File: src/rtl/vregfile_wb_arbiter.sv
// vregfile_wb_arbiter
//
// Write-port arbiter and busy scoreboard for the vector register file.
// Two producers (vector ALU, vector LSU) compete for the single regfile
// write port. One request is granted per cycle using round-robin, and the
// granted write is driven to the regfile through a registered stage. A
// per-register busy bitmap tracks outstanding writes so that the issue stage
// can stall on RAW/WAW hazards.
//
// Ports:
//   clk, rst                 clock, asynchronous active-high reset
//   alu_valid_i/ready_o      ALU writeback handshake
//   alu_vrd_addr_i/data_i    ALU destination register and data
//   lsu_valid_i/ready_o      LSU writeback handshake
//   lsu_vrd_addr_i/data_i    LSU destination register and data
//   issue_valid_i            an issuing instruction will write issue_vrd_addr_i
//   issue_vrd_addr_i         destination register of the issuing instruction
//   vregw_en_o               registered regfile write enable
//   vrd_addr_o, vrd_data_o   registered regfile write address / data
//   busy_o                   bit i set while register i has a pending write
module vregfile_wb_arbiter #(
   parameter int DATA_WIDTH = 32,
   parameter int ELEMENTS   = 8,
   parameter int VLEN       = DATA_WIDTH * ELEMENTS,
   parameter int VREGS      = 32
) (
   input  logic             clk,
   input  logic             rst,
   input  logic             alu_valid_i,
   output logic             alu_ready_o,
   input  logic [4:0]       alu_vrd_addr_i,
   input  logic [VLEN-1:0]  alu_vrd_data_i,
   input  logic             lsu_valid_i,
   output logic             lsu_ready_o,
   input  logic [4:0]       lsu_vrd_addr_i,
   input  logic [VLEN-1:0]  lsu_vrd_data_i,
   input  logic             issue_valid_i,
   input  logic [4:0]       issue_vrd_addr_i,
   output logic             vregw_en_o,
   output logic [4:0]       vrd_addr_o,
   output logic [VLEN-1:0]  vrd_data_o,
   output logic [VREGS-1:0] busy_o
);

   typedef enum logic {
      PRI_ALU = 1'b0,
      PRI_LSU = 1'b1
   } pri_e;

   pri_e             ptr_q, ptr_d;
   logic             vregw_en_q, vregw_en_d;
   logic [4:0]       vrd_addr_q, vrd_addr_d;
   logic [VLEN-1:0]  vrd_data_q, vrd_data_d;
   logic [VREGS-1:0] busy_q, busy_d;

   logic             alu_grant_s;
   logic             lsu_grant_s;
   logic             any_grant_s;
   logic [4:0]       sel_addr_s;
   logic [VLEN-1:0]  sel_data_s;

   // Round-robin grant; rst masks grants so requests seen during reset are refused.
   always_comb begin
      alu_grant_s = 1'b0;
      lsu_grant_s = 1'b0;
      if (rst) begin
         alu_grant_s = 1'b0;
         lsu_grant_s = 1'b0;
      end else if (alu_valid_i && lsu_valid_i) begin
         case (ptr_q)
            PRI_ALU: alu_grant_s = 1'b1;
            PRI_LSU: lsu_grant_s = 1'b1;
            default: alu_grant_s = 1'b1;
         endcase
      end else begin
         alu_grant_s = alu_valid_i;
         lsu_grant_s = lsu_valid_i;
      end
   end

   // Winner mux, pointer advance, output stage next state and scoreboard update.
   always_comb begin
      any_grant_s = alu_grant_s | lsu_grant_s;
      ptr_d       = ptr_q;
      sel_addr_s  = alu_vrd_addr_i;
      sel_data_s  = alu_vrd_data_i;
      vregw_en_d  = 1'b0;
      vrd_addr_d  = vrd_addr_q;
      vrd_data_d  = vrd_data_q;
      busy_d      = busy_q;

      if (lsu_grant_s) begin
         sel_addr_s = lsu_vrd_addr_i;
         sel_data_s = lsu_vrd_data_i;
      end else begin
         sel_addr_s = alu_vrd_addr_i;
         sel_data_s = alu_vrd_data_i;
      end

      if (alu_grant_s) begin
         ptr_d = PRI_LSU;
      end else if (lsu_grant_s) begin
         ptr_d = PRI_ALU;
      end else begin
         ptr_d = ptr_q;
      end

      // v0 is hardwired: the transfer is accepted but never written or tracked.
      if (any_grant_s && (sel_addr_s != 5'd0)) begin
         vregw_en_d         = 1'b1;
         vrd_addr_d         = sel_addr_s;
         vrd_data_d         = sel_data_s;
         busy_d[sel_addr_s] = 1'b0;
      end else begin
         vregw_en_d = 1'b0;
      end

      // Set is applied after clear so a new producer wins over a retiring one.
      if (issue_valid_i && (issue_vrd_addr_i != 5'd0)) begin
         busy_d[issue_vrd_addr_i] = 1'b1;
      end else begin
         busy_d = busy_d;
      end
   end

   // State registers; reset clears everything, including an in-flight write.
   always_ff @(posedge clk or posedge rst) begin
      if (rst) begin
         ptr_q      <= PRI_ALU;
         vregw_en_q <= 1'b0;
         vrd_addr_q <= 5'd0;
         vrd_data_q <= {VLEN{1'b0}};
         busy_q     <= {VREGS{1'b0}};
      end else begin
         ptr_q      <= ptr_d;
         vregw_en_q <= vregw_en_d;
         vrd_addr_q <= vrd_addr_d;
         vrd_data_q <= vrd_data_d;
         busy_q     <= busy_d;
      end
   end

   assign alu_ready_o = alu_grant_s;
   assign lsu_ready_o = lsu_grant_s;
   assign vregw_en_o  = vregw_en_q;
   assign vrd_addr_o  = vrd_addr_q;
   assign vrd_data_o  = vrd_data_q;
   assign busy_o      = busy_q;

endmodule

File: config.mk
export PLATFORM = sky130hd
export DESIGN_NAME = vregfile_wb_arbiter
export DESIGN_NICKNAME = d
export VERILOG_FILES = /design/src/rtl/vregfile_wb_arbiter.sv
export SDC_FILE = /design/constraint.sdc
export NUM_CORES = 1
export LEC_CHECK = 0
export ABC_AREA = 0
export CORE_AREA = 5 5 320 322
export CTS_BUF_LIST = sky130_fd_sc_hd__clkbuf_16
export CTS_CLUSTER_DIAMETER = 30
export DETAILED_ROUTE_END_ITERATION = 6
export DIE_AREA = 0 0 325 327
export PLACE_DENSITY = 0.4
export SETUP_SLACK_MARGIN = 0.2
export SLEW_MARGIN = 0
export SYNTH_ARGS = -nofsm -noshare
export SYNTH_HDL_FRONTEND = slang
export SYNTH_SLANG_ARGS = --single-unit
File: constraint.sdc
create_clock -name clk -period 14.26 [get_ports clk]
set_clock_uncertainty 0.1 [all_clocks]
set_input_delay 2.852 -clock clk [delete_from_list [all_inputs] [get_ports clk]]
set_output_delay 2.852 -clock clk [all_outputs]
set_load 0.01 [all_outputs]
Yosys cells after proc, flatten, opt, wreduce, memory -nomap -nowiden
Index checks and enable logic that the tools add are counted.
{ "classes": {"n_reduce_logical": 8, "bitwise": 4, "muxes": 17, "order_cmp": 4} }
{ "ops": {"columns": ["cell", "count"], "rows": [
  ["$mux 256", 1],
  ["$mux 32", 2],
  ["$and 32x32->32", 1],
  ["$not 32->32", 1],
  ["$or 32x32->32", 1],
  ["$lt 5x6->1 const B", 2],
  ["$mux 1", 11],
  ["$demux 1 s5", 2],
  ["$ge 5x1->1 const B", 2],
  ["$reduce_bool 5->1", 2],
  ["$logic_and 1x1->1", 5],
  ["$mux 5", 1],
  ["$reduce_bool 2->1", 1],
  ["$or 1x1->1", 1]
]} }
{ "word_totals": {"reg_bits": 295, "wordCells": 38, "out_inout_bits": 296} }

Longest topological paths before layout
Gate-level depths: netlist (run 1).
{ "logic_depth": {"word_depth": 13, "depth_mapped": 8, "ltp_nobuf": 5} }

Least setup slack after synthesis (run 1)
No wires, ideal clock.
{ "synth_path": {"path_type": "in2out", "start": "input rst", "end": "output alu_ready_o", "required_ns": 11.308, "arrival_ns": 11.351, "path_slack_ns": -0.043, "cell_stages": 3, "cell_sequence": "inv_1 -> o21ai_1 -> nor2_1"} }
{ "synth_between": {"elab_chain_len": 1} }
{ "synth_lines": {"columns": ["element", "line", "text"], "rows": [
  ["start: declaration", "28", "input logic rst,"],
  ["$mux 1", "66", "if (rst) begin"],
  ["end: declaration", "30", "output logic alu_ready_o,"]
]} }
Every way passes these cells.

Worst setup path after layout (run 1)
Ends and elaborated chain as after synthesis.

==> flow_summary_export.csv, run 1 <==
group,metric,value,unit
setup_path,crit_fanout,37,
yosys,ys_types,43,
yosys,yosys_warnings,0,
global_route,gr-total-overflow,0,
cts,cts_resized,0,
cts,postCtsHoldBufs,0,
setup_path,max_stage_delay,0.82,ns
power,vdd_drop_max,0.0000811,V
floorplanning,fp.dieArea,106000,um^2
job,max-cap-violations,0,
sta,max_freq,115,MHz
global_route,grt_pass1_vias,14200,
yosys,synth.cell_area,15500,um^2
cts,cts-root-buf,"clkbuf_16",
yosys,yosysMostFrequentCell,"mux2_2",
global_route,grt_pass1_wl,101000,um
cts,post_cts_buffers,0,
sta,post-route-period-util,61.2,%
sta,max_slew_margin,30.1,%
cts,cts_num_sinks,295,
drt,vias_per_cell,3.75,
outcome,outcome,"complete, no violations",
drt,antenna_left,0,
global_route,grt_max_degree,68,
final_layout,layout-drive-gt1-share,32.2,%
floorplanning,io_pins,828,
yosys,ys.flop_type,"dfrtp_1",
yosys,syn-num-nets,1613,
final_layout,syn_to_final_growth,84.1,%
final_layout,stdcell_count,3343,
floorplanning,coreArea,99300,um^2
setup_path,critPathLaunchType,"primary input",
cts,cts_tree,"built",
global_route,met2_usage,21.7,%
yosys,async_flop_share,100,%
sta,worstMarginPinSlew,1.05,ns
global_route,antenna_found_initial,9,
sta,maxSlewViolCount,0,
setup_path,path_class,"in -> out",
setup_path,r2r_slack,9.73,ns
drt,drt-total-wl,71200,um
sta,period_needed,8.73,ns
power,leakagePower,11.8,nW
final_layout,fin_nets,2492,
yosys,synthCells,1081,
yosys,synth_top_cell_by_area,"dfrtp_1",
yosys,synth_area_leaders,"dfrtp_1 (48%), mux2_2 (24%), mux2_4 (17%)",
drt,drc_errors,0,
sta,rsz0062_at_grt,"false",
place,place_congestion,0.888,
setup_path,path_cells,"clkdlybuf4s50_1 -> clkinvlp_4 -> o21ai_1 -> nor2_1 -> clkdlybuf4s50_1",
place,placedCellCount,3150,
place,post-dp-hpwl,55500,um
worst_hold_path,hold_depth,0,
cts,ctsLongestPathBuffers,3,
drt,via_count,12500,
global_route,use_met3,5.49,%
place,io_buffer_count,827,
cts,cts_buffers,106,
cts,clock_latency,0.63,ns
floorplanning,die_w,325,um
yosys,ys_seq_area_share,47.7,%
sta,hold_violations,0,
global_route,grt.met1_usage,14.0,%
drt,drt_pass1_iterations,4,
sta,fin_setup_tns,0,ns
setup_path,slowest_stage,"o21ai_1",
power,power_density,145,nW/um^2
yosys,synth-edff-count,0,
setup_path,reg2regPathDepth,7,
global_route,busiest_layer,"met2",
cts,clk_pin_slew,0.04,ns
worst_hold_path,hold_path_class,"reg -> reg",
yosys,synth_top_area_share,47.7,%
setup_path,end_kind,"primary output",
floorplanning,start_util,15.6,%
floorplanning,die_h,327,um
yosys,syn_area_per_cell,14.3,um^2
sta,setup_viol,0,
drt,post_drt_wl_per_cell,21.3,um
floorplanning,rows,116,
cts,htreeDepth,3,
setup_path,cp.arrival,5.77,ns
yosys,synthTopCellsByCount,"mux2_2 (327), dfrtp_1 (295), mux2_4 (171)",
yosys,synth-seq-cells,295,
setup_path,cpMostUsedCell,"clkdlybuf4s50_1",
drt,drt_iter0_drc,493,
global_route,grt_util_all_layers,12.8,%
setup_path,required,11.31,ns
==> layer usage <==
metal	vias to the layer above	share of wire, %
li1	5763	-
met1	6041	39
met2	613	48
met3	118	9.2
met4	4	3.7
met5	-	0.038
==> sequential cells by signal, summed over array words and instances (netlist names) <==
| name | flops |
|---|---|
| vrd_addr_o | 5 |
| ptr_q | 1 |
| vregw_en_o | 1 |
| busy_o | 32 |
| vrd_data_o | 256 |
==> worst max-delay path, delay by kind of cell <==
family | cells | cell delay, ns
AND/OR/NAND/NOR | 1 | 0.17
buffers and inverters | 3 | 1.93
AO/OA/AOI/OAI | 1 | 0.82
==> cells in the final DEF, fill, tap and decap left out, types with 8 or more instances in the layout <==
cell type,n
o21ai_0,21
clkdlybuf4s50_1,827
bufinv_16,13
mux2_4,171
dfrtp_1,295
mux2_2,327
inv_1,50
nand3_1,23
clkbuf_16,106
clkinv_2,14
clkinv_1,34
mux2_1,19
a32oi_1,8
o211ai_1,15
nand2_1,19
buf_4,16
==> where the power goes <==
group          internal, mW  switching [mW]
registers             0.971          0.0732
clock network          1.55           0.631
logic                 0.562           0.351
total                  3.08            1.05
==> metrics by stage <==
stage	util [%]	total power, mW	hold slack, ns	setup slack [ns]	instance area, um^2
4_1_cts	28.7	4.23	0.276	5.40	28500
2_1_floorplan	-	1.42	0.386	2.39	15500
3_3_place_gp	25.2	1.99	0.268	5.46	25100
6_report	28.7	4.14	0.276	5.53	28500
5_1_grt	28.7	4.33	0.285	5.10	28500
3_5_place_dp	25.2	1.98	0.266	5.45	25100
==> final cells by class <==
cell class | count | area [um^2]
fill | 10200 | 70800
timing repair buffer | 843 | 8400
multi-input combinational | 679 | 7520
sequential | 295 | 7380
clock buffer | 106 | 2650
tap | 1298 | 1620
clock inverter | 83 | 769
inverter | 35 | 135
antenna | 4 | 10.0
==> worst paths after layout <==
kind,from,end
setup / recovery,rst,alu_ready_o
hold / removal,busy_o[0],busy_o[0]
setup reg to reg,ptr_q,vrd_data_o[156]
hold reg to reg,busy_o[0],busy_o[0]
max in group asynchronous,rst,vrd_data_o[215]
min in group asynchronous,rst,busy_o[2]
==> cells by family (layout without fill, tap and decap cells) <==
group,Yosys count,after routing,share of synthesized area (%)
flip-flops,295,295,47.7
AND/OR/NAND/NOR,90,90,3.40
buffers and inverters,107,1067,3.78
other,0,4,0
multiplexers,517,517,41.8
AO/OA/AOI/OAI,72,72,3.36
(Power assumes the default switching activity.)
==> inputs of run 2 (changes only) <==
- CORE_AREA: 5 5 320 322 -> 5 5 322 324
- DIE_AREA: 0 0 325 327 -> 0 0 327 329
- PLACE_DENSITY: 0.4 -> 0.39
- clock period: 14.26 -> 8.05 ns (I/O delays scaled with it)
==> flow_summary_export.csv, run 2 (synthesis gave the netlist of run 1 again) <==
group,metric,value,unit
place,placedCellCount,3159,
worst_hold_path,min_from,"busy_o[0]",
setup_path,required,6.34,ns
worst_hold_path,hold_depth,0,
power,vdd_drop_max,0.000148,V
drt,vias_per_cell,3.75,
cts,htreeDepth,3,
setup_path,max_stage_delay,0.58,ns
cts,cts_resized,0,
sta,worstMarginPinSlew,1.07,ns
sta,setup_viol,0,
sta,max_slew_margin,28.4,%
global_route,antenna_found_initial,12,
cts,cts-root-buf,"clkbuf_16",
power,pwr-share-comb,21.8,%
floorplanning,fp.dieArea,108000,um^2
place,io_buffer_count,827,
drt,drt_pass1_iterations,4,
drt,antenna_left,0,
floorplanning,die_h,329,um
cts,cts_tree,"built",
final_layout,fin_nets,2491,
power,switching_share,25.3,%
floorplanning,start_util,15.3,%
power,p_switching,1.89,mW
setup_path,path_class,"in -> out",
cts,postCtsHoldBufs,0,
global_route,grt_util_all_layers,12.7,%
sta,post-route-period-util,69.9,%
cts,cts_num_sinks,295,
final_layout,layout-drive-gt1-share,33.6,%
cts,clk_pin_slew,0.04,ns
floorplanning,coreArea,101000,um^2
sta,max_freq,178,MHz
global_route,grt_pass1_wl,101000,um
global_route,grt_pass1_vias,14200,
sta,period_needed,5.63,ns
setup_path,crit_fanout,27,
setup_path,cpMostUsedCell,"clkdlybuf4s50_1",
setup_path,reg2regPathDepth,6,
place,place_congestion,0.888,
outcome,outcome,"complete, no violations",
global_route,grt_max_degree,123,
cts,clock_latency,0.64,ns
setup_path,reg2reg_from,"ptr_q",
sta,hold_violations,0,
setup_path,critPathLaunchType,"primary input",
global_route,gr-total-overflow,0,
cts,cts_buffers,107,
setup_path,slowest_stage,"clkdlybuf4s50_1",
sta,maxSlewViolCount,0,
power,leakagePower,12.0,nW
final_layout,stdcell_count,3357,
cts,ctsLongestPathBuffers,3,
setup_path,end_kind,"primary output",
place,post-dp-hpwl,55500,um
power,clkPwrFrac,53.2,%
drt,drc_errors,0,
job,max-cap-violations,0,
final_layout,layout_commonest_cell,"clkdlybuf4s50_1",
setup_path,cp.arrival,3.92,ns
drt,drt-total-wl,72600,um
setup_path,crit_start,"rst",
setup_path,path_cells,"clkdlybuf4s50_1 -> clkinvlp_4 -> o21ai_1 -> buf_4 -> nor2_2 -> clkdlybuf4s50_1",
final_layout,final_cell_mix,"clkdlybuf4s50_1 (827), mux2_2 (327), dfrtp_1 (295), mux2_4 (190), clkbuf_16 (107)",
final_layout,n_fill_cell,10300,
final_layout,syn_to_final_growth,85.3,%
final_layout,largest_reg_flops,256,
floorplanning,io_pins,828,
power,p_seq_share,25.0,%
power,power_density,260,nW/um^2
power,intPower,5.56,mW
drt,drt_iter0_drc,506,
floorplanning,rows,117,
sta,rsz0062_at_grt,"false",
floorplanning,die_w,327,um
power,total_power,7.45,mW
worst_hold_path,hold_path_class,"reg -> reg",
drt,via_count,12600,
cts,post_cts_buffers,0,
drt,post_drt_wl_per_cell,21.6,um
-- run 2: path summary, 6_finish.rpt --
kind | to | slack, ns
setup / recovery | alu_ready_o | 2.42
hold / removal | busy_o[0] | 0.27
setup reg to reg | vrd_data_o[68] | 4.40
hold reg to reg | busy_o[0] | 0.27
max in group asynchronous | vrd_data_o[161] | 4.35
min in group asynchronous | busy_o[25] | 1.41
-- run 2: through the flow --
| stage | cell area (um^2) | util (%) | hold WS [ns] | setup TNS (ns) | setup WS, ns |
|---|---|---|---|---|---|
| after floorplan | 15700 | - | 0.386 | -143.30 | -1.27 |
| after global placement | 25200 | 25.0 | 0.267 | 0 | 2.32 |
| after detailed placement | 25200 | 25.0 | 0.264 | 0 | 2.31 |
| after CTS | 28700 | 28.4 | 0.273 | 0 | 2.29 |
| after global routing | 28700 | 28.4 | 0.288 | 0 | 2.15 |
| final | 28700 | 28.4 | 0.270 | 0 | 2.42 |
-- run 2: final cells by class --
type | count | area [um^2] | area share, %
clock inverter | 87 | 807 | 2.81
antenna | 4 | 10.0 | 0.0349
timing repair buffer | 841 | 8430 | 29.4
sequential | 295 | 7380 | 25.7
tap | 1309 | 1640 | 5.71
inverter | 35 | 135 | 0.471
clock buffer | 107 | 2680 | 9.34
multi-input combinational | 679 | 7590 | 26.5
-- run 2: power groups by stage --
stage	sequential, mW	clock (mW)	combinational, mW
after floorplan	1.97	0	0.582
after global placement	1.88	0	1.66
after detailed placement	1.88	0	1.65
after CTS	1.87	4.07	1.66
after global routing	1.89	4.16	1.71
final	1.86	3.97	1.62
-- run 2: critical path, delay by kind of cell --
family | cells | cell delay [ns]
AND/OR/NAND/NOR | 1 | 0.07
buffers and inverters | 4 | 1.88
AO/OA/AOI/OAI | 1 | 0.35
-- run 2: routing by layer --
metal  up-vias  track usage (%)  share of wire (%)  routed length [um]
li1       5771                -                  -                   -
met1      6106             14.4                 39               28200
met2       587             21.8                 49               35700
met3       124             5.58                9.3                6740
met4         6             3.84                2.6                1890
met5         -                0              0.054                  39
==> inputs of run 3 (changes only) <==
- CORE_AREA: 5 5 322 324 -> 5 5 320 322
- DIE_AREA: 0 0 327 329 -> 0 0 325 327
- PLACE_DENSITY: 0.39 -> 0.4
- clock period: 8.05 -> 4.95 ns (I/O delays scaled with it)
==> flow_summary_export.csv, run 3 (synthesis gave the netlist of run 1 again) <==
group,metric,value,unit
setup_path,slowest_stage,"clkdlybuf4s50_1",
final_layout,syn_to_final_growth,84.5,%
floorplanning,start_util,15.6,%
sta,rsz0062_at_grt,"false",
sta,hold_violations,0,
drt,vias_per_cell,3.74,
cts,clock_latency,0.65,ns
setup_path,reg2reg_from,"ptr_q",
sta,hold-worst-slack,0.272,ns
final_layout,fin_nets,2495,
floorplanning,io_pins,828,
floorplanning,rows,116,
setup_path,cpMostUsedCell,"clkdlybuf4s50_1",
worst_hold_path,min_from,"busy_o[0]",
cts,htreeDepth,3,
sta,max_freq,239,MHz
final_layout,layout_commonest_cell,"clkdlybuf4s50_1",
cts,ctsLongestPathBuffers,3,
setup_path,r2r-end,"vrd_data_o[133]",
setup_path,end_kind,"primary output",
final_layout,layout-drive-gt1-share,33.9,%
place,post-dp-hpwl,54200,um
setup_path,critPathBufInv,3,
sta,post-route-period-util,84.6,%
setup_path,path_class,"in -> out",
setup_path,r2r_slack,2.21,ns
drt,via_count,12500,
global_route,grt_pass1_wl,99500,um
drt,post_drt_wl_per_cell,21.1,um
power,pwr-share-comb,22.7,%
sta,worstMarginPinSlew,0.974,ns
floorplanning,fp.dieArea,106000,um^2
global_route,grt_pass1_vias,14100,
power,power_density,406,nW/um^2
outcome,outcome,"complete, no violations",
power,p_seq_share,26.0,%
cts,cts_buffers,102,
global_route,grt_util_all_layers,12.6,%
place,placedCellCount,3157,
cts,postCtsHoldBufs,0,
setup_path,reg2regPathDepth,6,
cts,post_cts_buffers,0,
drt,antenna_left,0,
setup_path,critPathLaunchType,"primary input",
final_layout,largest_reg_flops,256,
drt,drc_errors,0,
drt,drt-total-wl,70600,um
cts,cts-root-buf,"clkbuf_16",
floorplanning,die_h,327,um
power,vdd_drop_max,0.000225,V
worst_hold_path,hold_path_class,"reg -> reg",
sta,maxSlewViolCount,0,
cts,cts_resized,0,
cts,clk_pin_slew,0.04,ns
final_layout,final_area,28600,um^2
sta,max_slew_margin,35.0,%
cts,cts_tree,"built",
place,io_buffer_count,827,
drt,drt_iter0_drc,450,
place,place_congestion,0.863,
power,clkPwrFrac,51.2,%
setup_path,max_stage_delay,0.63,ns
setup_path,cp_top_family,"buffers and inverters",
power,switching_share,26.0,%
global_route,antenna_found_initial,6,
floorplanning,die_w,325,um
power,intPower,8.58,mW
cts,cts_num_sinks,295,
worst_hold_path,hold_depth,0,
power,p_switching,3.01,mW
job,max-cap-violations,0,
power,total_power,11.6,mW
power,leakagePower,11.9,nW
setup_path,cp.arrival,3.10,ns
floorplanning,coreArea,99300,um^2
setup_path,crit_fanout,14,
sta,setup_viol,0,
sta,period_needed,4.19,ns
final_layout,stdcell_count,3348,
setup_path,required,3.86,ns
global_route,gr-total-overflow,0,
setup_path,path_cells,"clkdlybuf4s50_1 -> and2b_1 -> nand2_4 -> inv_1 -> nor2_2 -> clkdlybuf4s50_1",
place,place_area,25300,um^2
worst_hold_path,min_to,"busy_o[0]",
global_route,grt_max_degree,129,
final_layout,final_cell_mix,"clkdlybuf4s50_1 (827), mux2_2 (327), dfrtp_1 (295), mux2_4 (189), clkbuf_16 (105)",
drt,drt_pass1_iterations,4,
## run 3: changes by cell type in the layout (fill, tap and decap cells not counted), moves of 2 or more
cell       before  now
bufinv_16      15    7
buf_12          4   10
clkbuf_16     107  105
clkinv_2       19   30
inv_6           2    0
buf_4          10   13
inv_1          58   52
## run 3: worst max-delay path by stage
stage | from | endpoint | slack (ns) | cells past startpoint
3_5_place_dp | rst | vrd_data_o[68] | 0.79 | 8
6_report | rst | alu_ready_o | 0.76 | 6
3_3_place_gp | rst | alu_ready_o | 0.84 | 6
2_1_floorplan | rst | alu_ready_o | -3.13 | 3
4_1_cts | rst | alu_ready_o | 0.78 | 6
5_1_grt | rst | alu_ready_o | 0.72 | 6
## run 3: per-stage QoR
stage / TNS (ns) / worst slack [ns] / utilization (%)
2_1_floorplan: -888.40 / -3.13 / -
3_3_place_gp: 0 / 0.838 / 25.5
3_5_place_dp: 0 / 0.788 / 25.5
4_1_cts: 0 / 0.783 / 28.8
5_1_grt: 0 / 0.718 / 28.8
6_report: 0 / 0.762 / 28.8
## run 3: cell type report
type / instances / area, um^2
timing repair buffer: 850 / 8580
tap: 1298 / 1620
multi-input combinational: 679 / 7590
sequential: 295 / 7380
inverter: 35 / 135
fill: 10100 / 70700
clock inverter: 82 / 612
clock buffer: 105 / 2630
antenna: 4 / 10.0
## run 3: worst reg2reg max path: cells and delay by family (launching register included)
kind | cells | cell delay (ns)
flip-flops | 1 | 0.44
AND/OR/NAND/NOR | 2 | 0.34
buffers and inverters | 2 | 0.62
multiplexers | 2 | 1.13
## run 3: routing by layer
layer,track usage [%],vias to the layer above,routed length [um]
li1,-,5761,-
met1,13.2,6085,26100
met2,22.0,584,35500
met3,5.86,106,7020
met4,5.14,0,1960
met5,0,-,0
## run 3: power groups by stage
stage / clock network [mW] / registers, mW / logic [mW]
final: 5.94 / 3.02 / 2.63
after global routing: 6.26 / 3.07 / 2.80
after CTS: 6.12 / 3.03 / 2.71
after detailed placement: 0 / 3.04 / 2.69
after global placement: 0 / 3.04 / 2.70
after floorplan: 0 / 3.20 / 0.946
